--- config.mk ---
export PLATFORM = sky130hd
export DESIGN_NAME = tgt_hdr_ddr_rx
export DESIGN_NICKNAME = d
export VERILOG_FILES = /design/src/rtl/tgt_hdr_ddr_rx.sv
export SDC_FILE = /design/constraint.sdc
export NUM_CORES = 1
export LEC_CHECK = 0
export ABC_AREA = 1
export CORE_MARGIN = 3
export CORE_UTILIZATION = 50
export CTS_CLUSTER_SIZE = 12
export DETAILED_ROUTE_END_ITERATION = 10
export PLACE_DENSITY = 0.74
export SYNTH_ARGS = -nofsm -noshare
export SYNTH_HDL_FRONTEND = slang
export SYNTH_SLANG_ARGS = --single-unit
--- constraint.sdc ---
create_clock -name i_sys_clk -period 2.35 [get_ports i_sys_clk]
set_clock_uncertainty 0.1 [all_clocks]
set_input_delay 0.47 -clock i_sys_clk [delete_from_list [all_inputs] [get_ports i_sys_clk]]
set_output_delay 0.47 -clock i_sys_clk [all_outputs]
set_load 0.03 [all_outputs]
--- src/rtl/tgt_hdr_ddr_rx.sv ---
// Target-side HDR-DDR receiver: samples SDA on both SCL edges, frames 20-bit
// words, checks preamble/parity, decodes commands and spots Restart/Exit.
module tgt_hdr_ddr_rx (
    input  logic        i_sys_clk,
    input  logic        i_sys_rst_n,
    input  logic        i_hdr_en,
    input  logic        i_scl,
    input  logic        i_sda,
    input  logic [6:0]  i_dyn_addr,
    input  logic        i_rd_done,
    output logic        o_cmd_valid,
    output logic        o_cmd_rnw,
    output logic [6:0]  o_cmd_code,
    output logic        o_data_valid,
    output logic [15:0] o_data,
    output logic        o_crc_valid,
    output logic [4:0]  o_crc,
    output logic        o_rd_req,
    output logic        o_parity_err,
    output logic        o_frame_err,
    output logic        o_restart,
    output logic        o_exit
);

    localparam logic [2:0] ST_IDLE    = 3'd0;
    localparam logic [2:0] ST_CMD     = 3'd1;
    localparam logic [2:0] ST_DATA    = 3'd2;
    localparam logic [2:0] ST_IGNORE  = 3'd3;
    localparam logic [2:0] ST_RD_WAIT = 3'd4;
    localparam logic [2:0] ST_ERR     = 3'd5;

    logic [2:0]  state_q, state_d;
    logic        scl_q, sda_q, hdr_en_q;
    logic [4:0]  bit_cnt_q, bit_cnt_d;
    logic [18:0] shreg_q, shreg_d;
    logic [2:0]  fall_cnt_q, fall_cnt_d;

    logic        cmd_valid_q, cmd_valid_d;
    logic        cmd_rnw_q, cmd_rnw_d;
    logic [6:0]  cmd_code_q, cmd_code_d;
    logic        data_valid_q, data_valid_d;
    logic [15:0] data_q, data_d;
    logic        crc_valid_q, crc_valid_d;
    logic [4:0]  crc_q, crc_d;
    logic        rd_req_q, rd_req_d;
    logic        parity_err_q, parity_err_d;
    logic        frame_err_q, frame_err_d;
    logic        restart_q, restart_d;
    logic        exit_q, exit_d;

    logic        scl_edge, scl_rise, sda_fall_low, active;
    logic        exit_det, restart_det;
    logic [19:0] word;
    logic [1:0]  pre;
    logic [15:0] dat;
    logic [1:0]  par;
    logic        par_ok, addr_hit;

    assign scl_edge     = i_scl ^ scl_q;
    assign scl_rise     = i_scl & ~scl_q;
    assign sda_fall_low = sda_q & ~i_sda & ~scl_q & ~i_scl;
    assign active       = (state_q != ST_IDLE);

    assign exit_det    = active && sda_fall_low && (fall_cnt_q == 3'd3);
    assign restart_det = active && scl_rise && (fall_cnt_q == 3'd2);

    // First bit on the wire ends up in word[19].
    assign word = {shreg_q, i_sda};
    assign pre  = word[19:18];
    assign dat  = word[17:2];
    assign par  = word[1:0];

    assign par_ok = (par[1] == ^(dat & 16'hAAAA)) &&
                    (par[0] == ~^(dat & 16'h5555));
    assign addr_hit = (dat[7:1] == i_dyn_addr) || (dat[7:1] == 7'h7E);

    always_comb begin
        state_d      = state_q;
        bit_cnt_d    = bit_cnt_q;
        shreg_d      = shreg_q;
        fall_cnt_d   = fall_cnt_q;
        cmd_valid_d  = 1'b0;
        cmd_rnw_d    = cmd_rnw_q;
        cmd_code_d   = cmd_code_q;
        data_valid_d = 1'b0;
        data_d       = data_q;
        crc_valid_d  = 1'b0;
        crc_d        = crc_q;
        rd_req_d     = rd_req_q;
        parity_err_d = 1'b0;
        frame_err_d  = 1'b0;
        restart_d    = 1'b0;
        exit_d       = 1'b0;

        if (!i_hdr_en) begin
            state_d    = ST_IDLE;
            bit_cnt_d  = '0;
            fall_cnt_d = '0;
            rd_req_d   = 1'b0;
        end else if (!active) begin
            fall_cnt_d = '0;
            if (!hdr_en_q) begin
                state_d   = ST_CMD;
                bit_cnt_d = '0;
            end
        end else begin
            if (scl_rise) begin
                fall_cnt_d = '0;
            end else if (sda_fall_low && fall_cnt_q != 3'd4) begin
                fall_cnt_d = fall_cnt_q + 3'd1;
            end

            if (exit_det) begin
                exit_d     = 1'b1;
                state_d    = ST_IDLE;
                rd_req_d   = 1'b0;
                bit_cnt_d  = '0;
                fall_cnt_d = '0;
            end else if (restart_det) begin
                // The restart SCL rise is framing, never a data bit.
                restart_d = 1'b1;
                state_d   = ST_CMD;
                bit_cnt_d = '0;
                rd_req_d  = 1'b0;
            end else if (state_q == ST_RD_WAIT) begin
                if (i_rd_done) begin
                    rd_req_d = 1'b0;
                    state_d  = ST_CMD;
                end
            end else if (scl_edge) begin
                shreg_d = word[18:0];
                if (bit_cnt_q != 5'd19) begin
                    bit_cnt_d = bit_cnt_q + 5'd1;
                end else begin
                    bit_cnt_d = '0;
                    unique case (state_q)
                        ST_CMD: begin
                            if (pre != 2'b01) begin
                                frame_err_d = 1'b1;
                                state_d     = ST_ERR;
                            end else if (!par_ok) begin
                                parity_err_d = 1'b1;
                                state_d      = ST_ERR;
                            end else if (addr_hit) begin
                                cmd_valid_d = 1'b1;
                                cmd_rnw_d   = dat[15];
                                cmd_code_d  = dat[14:8];
                                if (dat[15]) begin
                                    rd_req_d = 1'b1;
                                    state_d  = ST_RD_WAIT;
                                end else begin
                                    state_d = ST_DATA;
                                end
                            end else begin
                                state_d = ST_IGNORE;
                            end
                        end
                        ST_DATA: begin
                            if (pre == 2'b10) begin
                                if (par_ok) begin
                                    data_valid_d = 1'b1;
                                    data_d       = dat;
                                end else begin
                                    parity_err_d = 1'b1;
                                    state_d      = ST_ERR;
                                end
                            end else if (pre == 2'b01 && dat[15:12] == 4'hC) begin
                                crc_valid_d = 1'b1;
                                crc_d       = dat[11:7];
                                state_d     = ST_CMD;
                            end else begin
                                frame_err_d = 1'b1;
                                state_d     = ST_ERR;
                            end
                        end
                        default: ;
                    endcase
                end
            end
        end
    end

    always_ff @(posedge i_sys_clk or negedge i_sys_rst_n) begin
        if (!i_sys_rst_n) begin
            state_q      <= ST_IDLE;
            scl_q        <= 1'b0;
            sda_q        <= 1'b0;
            hdr_en_q     <= 1'b0;
            bit_cnt_q    <= '0;
            shreg_q      <= '0;
            fall_cnt_q   <= '0;
            cmd_valid_q  <= 1'b0;
            cmd_rnw_q    <= 1'b0;
            cmd_code_q   <= '0;
            data_valid_q <= 1'b0;
            data_q       <= '0;
            crc_valid_q  <= 1'b0;
            crc_q        <= '0;
            rd_req_q     <= 1'b0;
            parity_err_q <= 1'b0;
            frame_err_q  <= 1'b0;
            restart_q    <= 1'b0;
            exit_q       <= 1'b0;
        end else begin
            state_q      <= state_d;
            scl_q        <= i_scl;
            sda_q        <= i_sda;
            hdr_en_q     <= i_hdr_en;
            bit_cnt_q    <= bit_cnt_d;
            shreg_q      <= shreg_d;
            fall_cnt_q   <= fall_cnt_d;
            cmd_valid_q  <= cmd_valid_d;
            cmd_rnw_q    <= cmd_rnw_d;
            cmd_code_q   <= cmd_code_d;
            data_valid_q <= data_valid_d;
            data_q       <= data_d;
            crc_valid_q  <= crc_valid_d;
            crc_q        <= crc_d;
            rd_req_q     <= rd_req_d;
            parity_err_q <= parity_err_d;
            frame_err_q  <= frame_err_d;
            restart_q    <= restart_d;
            exit_q       <= exit_d;
        end
    end

    assign o_cmd_valid  = cmd_valid_q;
    assign o_cmd_rnw    = cmd_rnw_q;
    assign o_cmd_code   = cmd_code_q;
    assign o_data_valid = data_valid_q;
    assign o_data       = data_q;
    assign o_crc_valid  = crc_valid_q;
    assign o_crc        = crc_q;
    assign o_rd_req     = rd_req_q;
    assign o_parity_err = parity_err_q;
    assign o_frame_err  = frame_err_q;
    assign o_restart    = restart_q;
    assign o_exit       = exit_q;

endmodule
; ---- Word level (Yosys, flattened, before mapping)
; Index checks and enable logic that the tools add are counted.
[op_classes]
add_sub_neg = 2
n_eq_ne = 33
mux = 103
bitwise_logic = 14
n_reduce_logical = 18
[ops]
columns = operator, count
row1 = 2-to-1 mux 1 bit, 71
row2 = 2-to-1 mux 3 bit, 21
row3 = 2-to-1 mux 5 bit, 8
row4 = != test 5 x 1 -> 1 bit (second input constant), 5
row5 = != test 5 bit (second input constant), 5
row6 = AND reduction 10 bit, 2
row7 = XNOR reduction 16 bit, 1
row8 = XOR reduction 16 bit, 1
row9 = != test 6 bit (second input constant), 2
row10 = AND reduction 6 bit, 2
row11 = AND reduction 11 bit, 1
row12 = != test 5 x 3 -> 1 bit (second input constant), 2
row13 = equality test 3 x 2 -> 1 bit (second input constant), 3
row14 = inverter 1 bit, 9
row15 = AND reduction 9 bit, 1
row16 = != test 8 bit (second input constant), 1
row17 = equality test 7 bit, 1
row18 = equality test 7 bit (second input constant), 1
row19 = logical AND 1 bit, 7
row20 = != test 7 x 2 -> 1 bit (second input constant), 1
row21 = != test 6 x 3 -> 1 bit (second input constant), 1
row22 = one-hot mux 3 bit (2 select lines), 1
row23 = adder 5 x 1 -> 5 bit (second input constant), 1
row24 = AND 1 bit, 4
row25 = 15 further kinds, 18
[totals]
register_bits = 70
input_bits = 13
output_inout_bits = 37
wordCells = 189

; ---- Longest topological paths before layout
[logic_depth]
depth_word = 13
depth_mapped = 15
depth_no_buf = 15

; ---- Worst setup path before layout
; Ideal clock, no wire load.
[synth_timing]
path_kind = register to register
from = reg fall_cnt_q[1]
to = reg data_q[9] (netlist: o_data[9])
setup_ns = 0.121
arrival_time_ns = 1.811
t_required_ns = 2.129
path_slack_ns = 0.318
stages_incl_launch_ff = 16
n_path_buf = 1
period_less_slack_ns = 2.032
cell_sequence = dfrtp_1 ha_1 ha_1 inv_1 nor2_1 nand2_2 nand2_2 nor2_4 nand2_4 nor2_8 inv_4 nor2_8 nand2_4 buf_6 nand2_2 o21ai_2
[synth_via]
elab_chain_len = 4
word_cells_on_any_way = 7
classes_between = 2 x eq/ne / 2 x bitwise / 3 x reduce/logical
[synth_lines]
columns = item, line_no
row1 = start: declaration, 36  ; logic [2:0] fall_cnt_q, fall_cnt_d;
row2 = start signal: assignment, 211  ; fall_cnt_q <= fall_cnt_d;
row3 = "equality test 3 x 2 -> 1 bit, on equally long branches", "65, 64"
row4 = "logical AND 1 bit, on equally long branches", "65, 64"
row5 = inverter 1 bit (no source line), --
row6 = AND reduction 10 bit (no source line) (*), --
row7 = end signal: assignment, 216  ; data_q <= data_d;
row8 = end: declaration, 42  ; logic [15:0] data_q, data_d;
; Every way passes the cells marked *; elsewhere a longest branch is shown, timed or not.
; A chain may end at the register's enable or synchronous reset.

; ---- Final worst setup path
[layout_timing]
from = in i_scl
to = reg bit_cnt_q[1]
[layout_via]
elab_chain_len = 7
word_cells_on_any_way = 15
classes_between = 2 x eq/ne / 4 x mux / 4 x bitwise / 5 x reduce/logical
[layout_lines]
columns = item, line_no
row1 = start: declaration, 7  ; input logic i_scl,
row2 = AND 1 bit or inverter 1 bit (tied branches), "60, 61"
row3 = logical AND 1 bit or AND 1 bit (tied branches), "65, 61"
row4 = "logical AND 1 bit, on equally long branches", "65, 64"
row5 = 2-to-1 mux 5 bit or logical AND 1 bit (tied branches), "119, 64"
row6 = 2-to-1 mux 5 bit, 113  ; if (exit_det) begin
row7 = 2-to-1 mux 5 bit, 100  ; end else if (!active) begin
row8 = 2-to-1 mux 5 bit, 95  ; if (!i_hdr_en) begin
row9 = end signal: assignment, 209  ; bit_cnt_q <= bit_cnt_d;
row10 = end: declaration, 34  ; logic [4:0] bit_cnt_q, bit_cnt_d;
; Several ways; a longest one is shown, not always the timed one.

==> impl_metrics.py <==
metrics = {
    "global_routing": {
        "grt_pass1_vias": 3043,
        "grt_pass1_wl_um": 14000,
        "grt-ovfl-total": 0,
        "grt_max_degree": 71,
        "antenna_found_initial": 0,
        "grt_util_all_layers": 0.208,
    },
    "place": {
        "place_hpwl_um": 5900,
        "gp_congestion": 0.903,
        "portBuffers": 49,
    },
    "power_and_ir_drop": {
        "finalPower_mw": 4.22,
        "p_clk_frac": 0.276,
        "seq_power_share": 0.381,
        "p_per_area_mw_per_mm2": 912,
        "switching_power_mw": 1.61,
        "swShare": 0.381,
        "peakVddDrop_v": 0.000510,
        "p_comb_frac": 0.343,
        "p_int_mw": 2.61,
        "p_leak_nw": 2.26,
    },
    "routing": {
        "vias_per_cell": 4.93,
        "detail_route.drc_violations": 0,
        "vias": 2978,
        "drtAntennaViolNets": 0,
        "first_iter_violations": 156,
        "drtPass1Iterations": 5,
        "routed_wl_um": 8000,
        "wl_per_cell_um": 13.2,
    },
    "sta": {
        "finalSetupViolCount": 0,
        "min_period_ns": 2.12,
        "rsz0062_at_grt": "no",
        "period_share": 0.902,
        "slew_headroom": 0.752,
        "setup_tns_ns": 0,
        "worstMarginPinSlew_ns": 0.372,
        "fmax_ghz": 0.472,
        "final-max-slew-violation-count": 0,
        "final-hold-violation-count": 0,
    },
    "die": {
        "dieArea_sq_mm": 0.00824,
        "coreArea_sq_mm": 0.00687,
        "initial_utilization": 0.523,
        "io_pins": 50,
        "die_width_um": 90.8,
        "chipHeight_um": 90.8,
        "core.rowCount": 30,
    },
    "clock_tree": {
        "cts_tree": "done",
        "cts_buffer_depth": 2,
        "post_cts_buffers": 0,
        "ctsHtreeMaxLevel": 3,
        "clk_latency_ns": 0.34,
        "path_clk_slew_ns": 0.08,
        "root_buffer": "clkbuf_8",
        "cts_hold_buf": 0,
        "ctsResizeCount": 0,
        "numCtsBuffers": 9,
        "clkSinkCount": 70,
    },
    "worst_setup_path": {
        "crit_path_max_fanout": 6,
        "cp_top_family": "buffers and inverters",
        "slowest_delay_ns": 0.45,
        "cp_num_buf_inv": 4,
        "crit_required_ns": 2.51,
        "worstPathArrival_ns": 2.28,
        "cp_common_cell": "nand2_1",
        "critical_path_class": "in2reg",
        "crit_path_start_kind": "input pin",
        "slowest_stage": "clkdlybuf4s50_1",
        "worstSetupEndpointType": "flip-flop",
        "crit_chain": "clkdlybuf4s50_1 -> ha_1 -> nand4_2 -> inv_1 -> a21oi_1 -> nand2_1 -> nand2_1 -> nor2_1 -> buf_4 -> inv_1 -> nand2_1 -> o21ai_0",
    },
    "logic_synthesis": {
        "syn-instance-count": 421,
        "async_flop_share": 1.00,
        "ys_seq_elements": 70,
        "synth_top_area_frac": 0.488,
        "synth_cell_types": 29,
        "netlist_area_sq_mm": 0.00359,
        "yosys_warnings": 0,
        "ys_top_cells_by_count": "116 x nand2_1, 70 x dfrtp_1, 54 x inv_1",
        "synth_edf_count": 0,
        "post_synth.cell_area_avg_sq_um": 8.53,
        "syn-num-nets": 440,
        "ys_seq_area_frac": 0.488,
        "yosysMostFrequentCell": "nand2_1",
        "yosys.area.top_type": "dfrtp_1",
        "synth_ff_type": "dfrtp_1",
        "synth_area_leaders": "dfrtp_1 49%, nand2_1 12%, inv_1 5.6%",
    },
    "layout": {
        "area_growth_pct": 28.7,
        "diodes": 0,
        "drive_above_1_share": 0.195,
        "layout.nets": 522,
        "fillers": 569,
    },
    "min_path": {
        "hold_path.class": "in2async",
    },
    "run_status": {
        "outcome": "complete, no violations",
    },
    "run": {
        "max_cap_violations": 0,
    },
}
## per-layer routing
metal,vias up,part of all wire,track usage
met5,-,0,0
met4,0,0.018,0.0931
met3,13,0.039,0.0350
met2,70,0.48,0.337
met1,1410,0.46,0.274
li1,1485,-,-
## area by class of cell
class	instances	area [sq um]	area share
sequential	70	1750	0.379
clock inverter	5	106	0.0230
inverter	56	213	0.0460
clock buffer	11	131	0.0284
multi-input combinational	287	1570	0.339
timing repair buffer	79	736	0.159
tap	96	120	0.0260
## through the flow
step	setup WS, ns	cells	util	hold WS [ns]	cell area, sq um
detailed placement	-0.141	588	0.638	0.374	4390
global placement	-0.0353	588	0.638	0.368	4390
finish	0.231	604	0.673	0.0363	4620
floorplan	0.318	421	-	0.0744	3590
CTS	0.225	604	0.673	0.0454	4620
global route	0.0436	604	0.673	0.0628	4620
## placed cells by master, fill, tap and decap left out, drive strengths merged, types with 6 or more instances in the layout
cell	netlist	final
xnor2	10	10
dfrtp	70	70
nand3	15	15
clkbuf	2	11
a21oi	9	9
nor3	10	10
o21ai	51	51
inv	56	57
clkdlybuf4s50	0	48
buf	6	31
nor2	31	31
ha	6	6
nand4	6	6
nand2	138	138
## final timing paths
check / from / endpoint / cells after the start / slack (ns)
min reg2reg: o_cmd_code[4] / o_cmd_code[4] / 2 / 0.39
max: i_scl / bit_cnt_q[1] / 12 / 0.23
max reg2reg: fall_cnt_q[1] / o_crc[4] / 13 / 0.24
min in group i_sys_clk: o_cmd_code[4] / o_cmd_code[4] / 2 / 0.39
max in group asynchronous: i_sys_rst_n / shreg_q[16] / 2 / 1.81
min: i_sys_rst_n / o_data[1] / 2 / 0.04
## worst register-to-register path, stage by stage (launching register included)
cell and delay, ns:
dfrtp_1 0.42, ha_1 0.20, ha_1 0.18, inv_1 0.06
nor2_1 0.06, nand2_2 0.08, nand2_2 0.07, nor2_4 0.11
nand2_4 0.08, nor2_8 0.10, buf_4 0.21, nand3_1 0.16
nand2_1 0.08, o21ai_0 0.08
## state kept, by name (all words and copies together) (netlist names)
| register | cells |
|---|---|
| shreg_q | 19 |
| bit_cnt_q | 5 |
| o_parity_err | 1 |
| o_cmd_rnw | 1 |
| o_cmd_code | 7 |
| scl_q | 1 |
| o_data | 16 |
| o_restart | 1 |
| fall_cnt_q | 3 |
| o_frame_err | 1 |
| o_rd_req | 1 |
| o_crc_valid | 1 |
| o_exit | 1 |
| state_q | 3 |
| o_crc | 5 |
| o_data_valid | 1 |
| hdr_en_q | 1 |
| o_cmd_valid | 1 |
| sda_q | 1 |
## cells by family after synthesis
family,count (synthesis),synth area share
AO/OA/AOI/OAI,62,0.112
XOR/XNOR,14,0.0341
adder cells (fa/ha/maj),6,0.0209
buffers and inverters,64,0.0766
flip-flops,70,0.488
AND/OR/NAND/NOR,205,0.269
## power by group through the flow
| stage | Clock [mW] | Combinational, mW | Sequential [mW] |
|---|---|---|---|
| global placement | 0 | 1.38 | 1.62 |
| finish | 1.16 | 1.45 | 1.61 |
| CTS | 1.19 | 1.45 | 1.60 |
| floorplan | 0 | 1.04 | 1.56 |
| global route | 1.23 | 1.67 | 1.64 |
| detailed placement | 0 | 1.43 | 1.63 |
(Power assumes the default switching activity.)
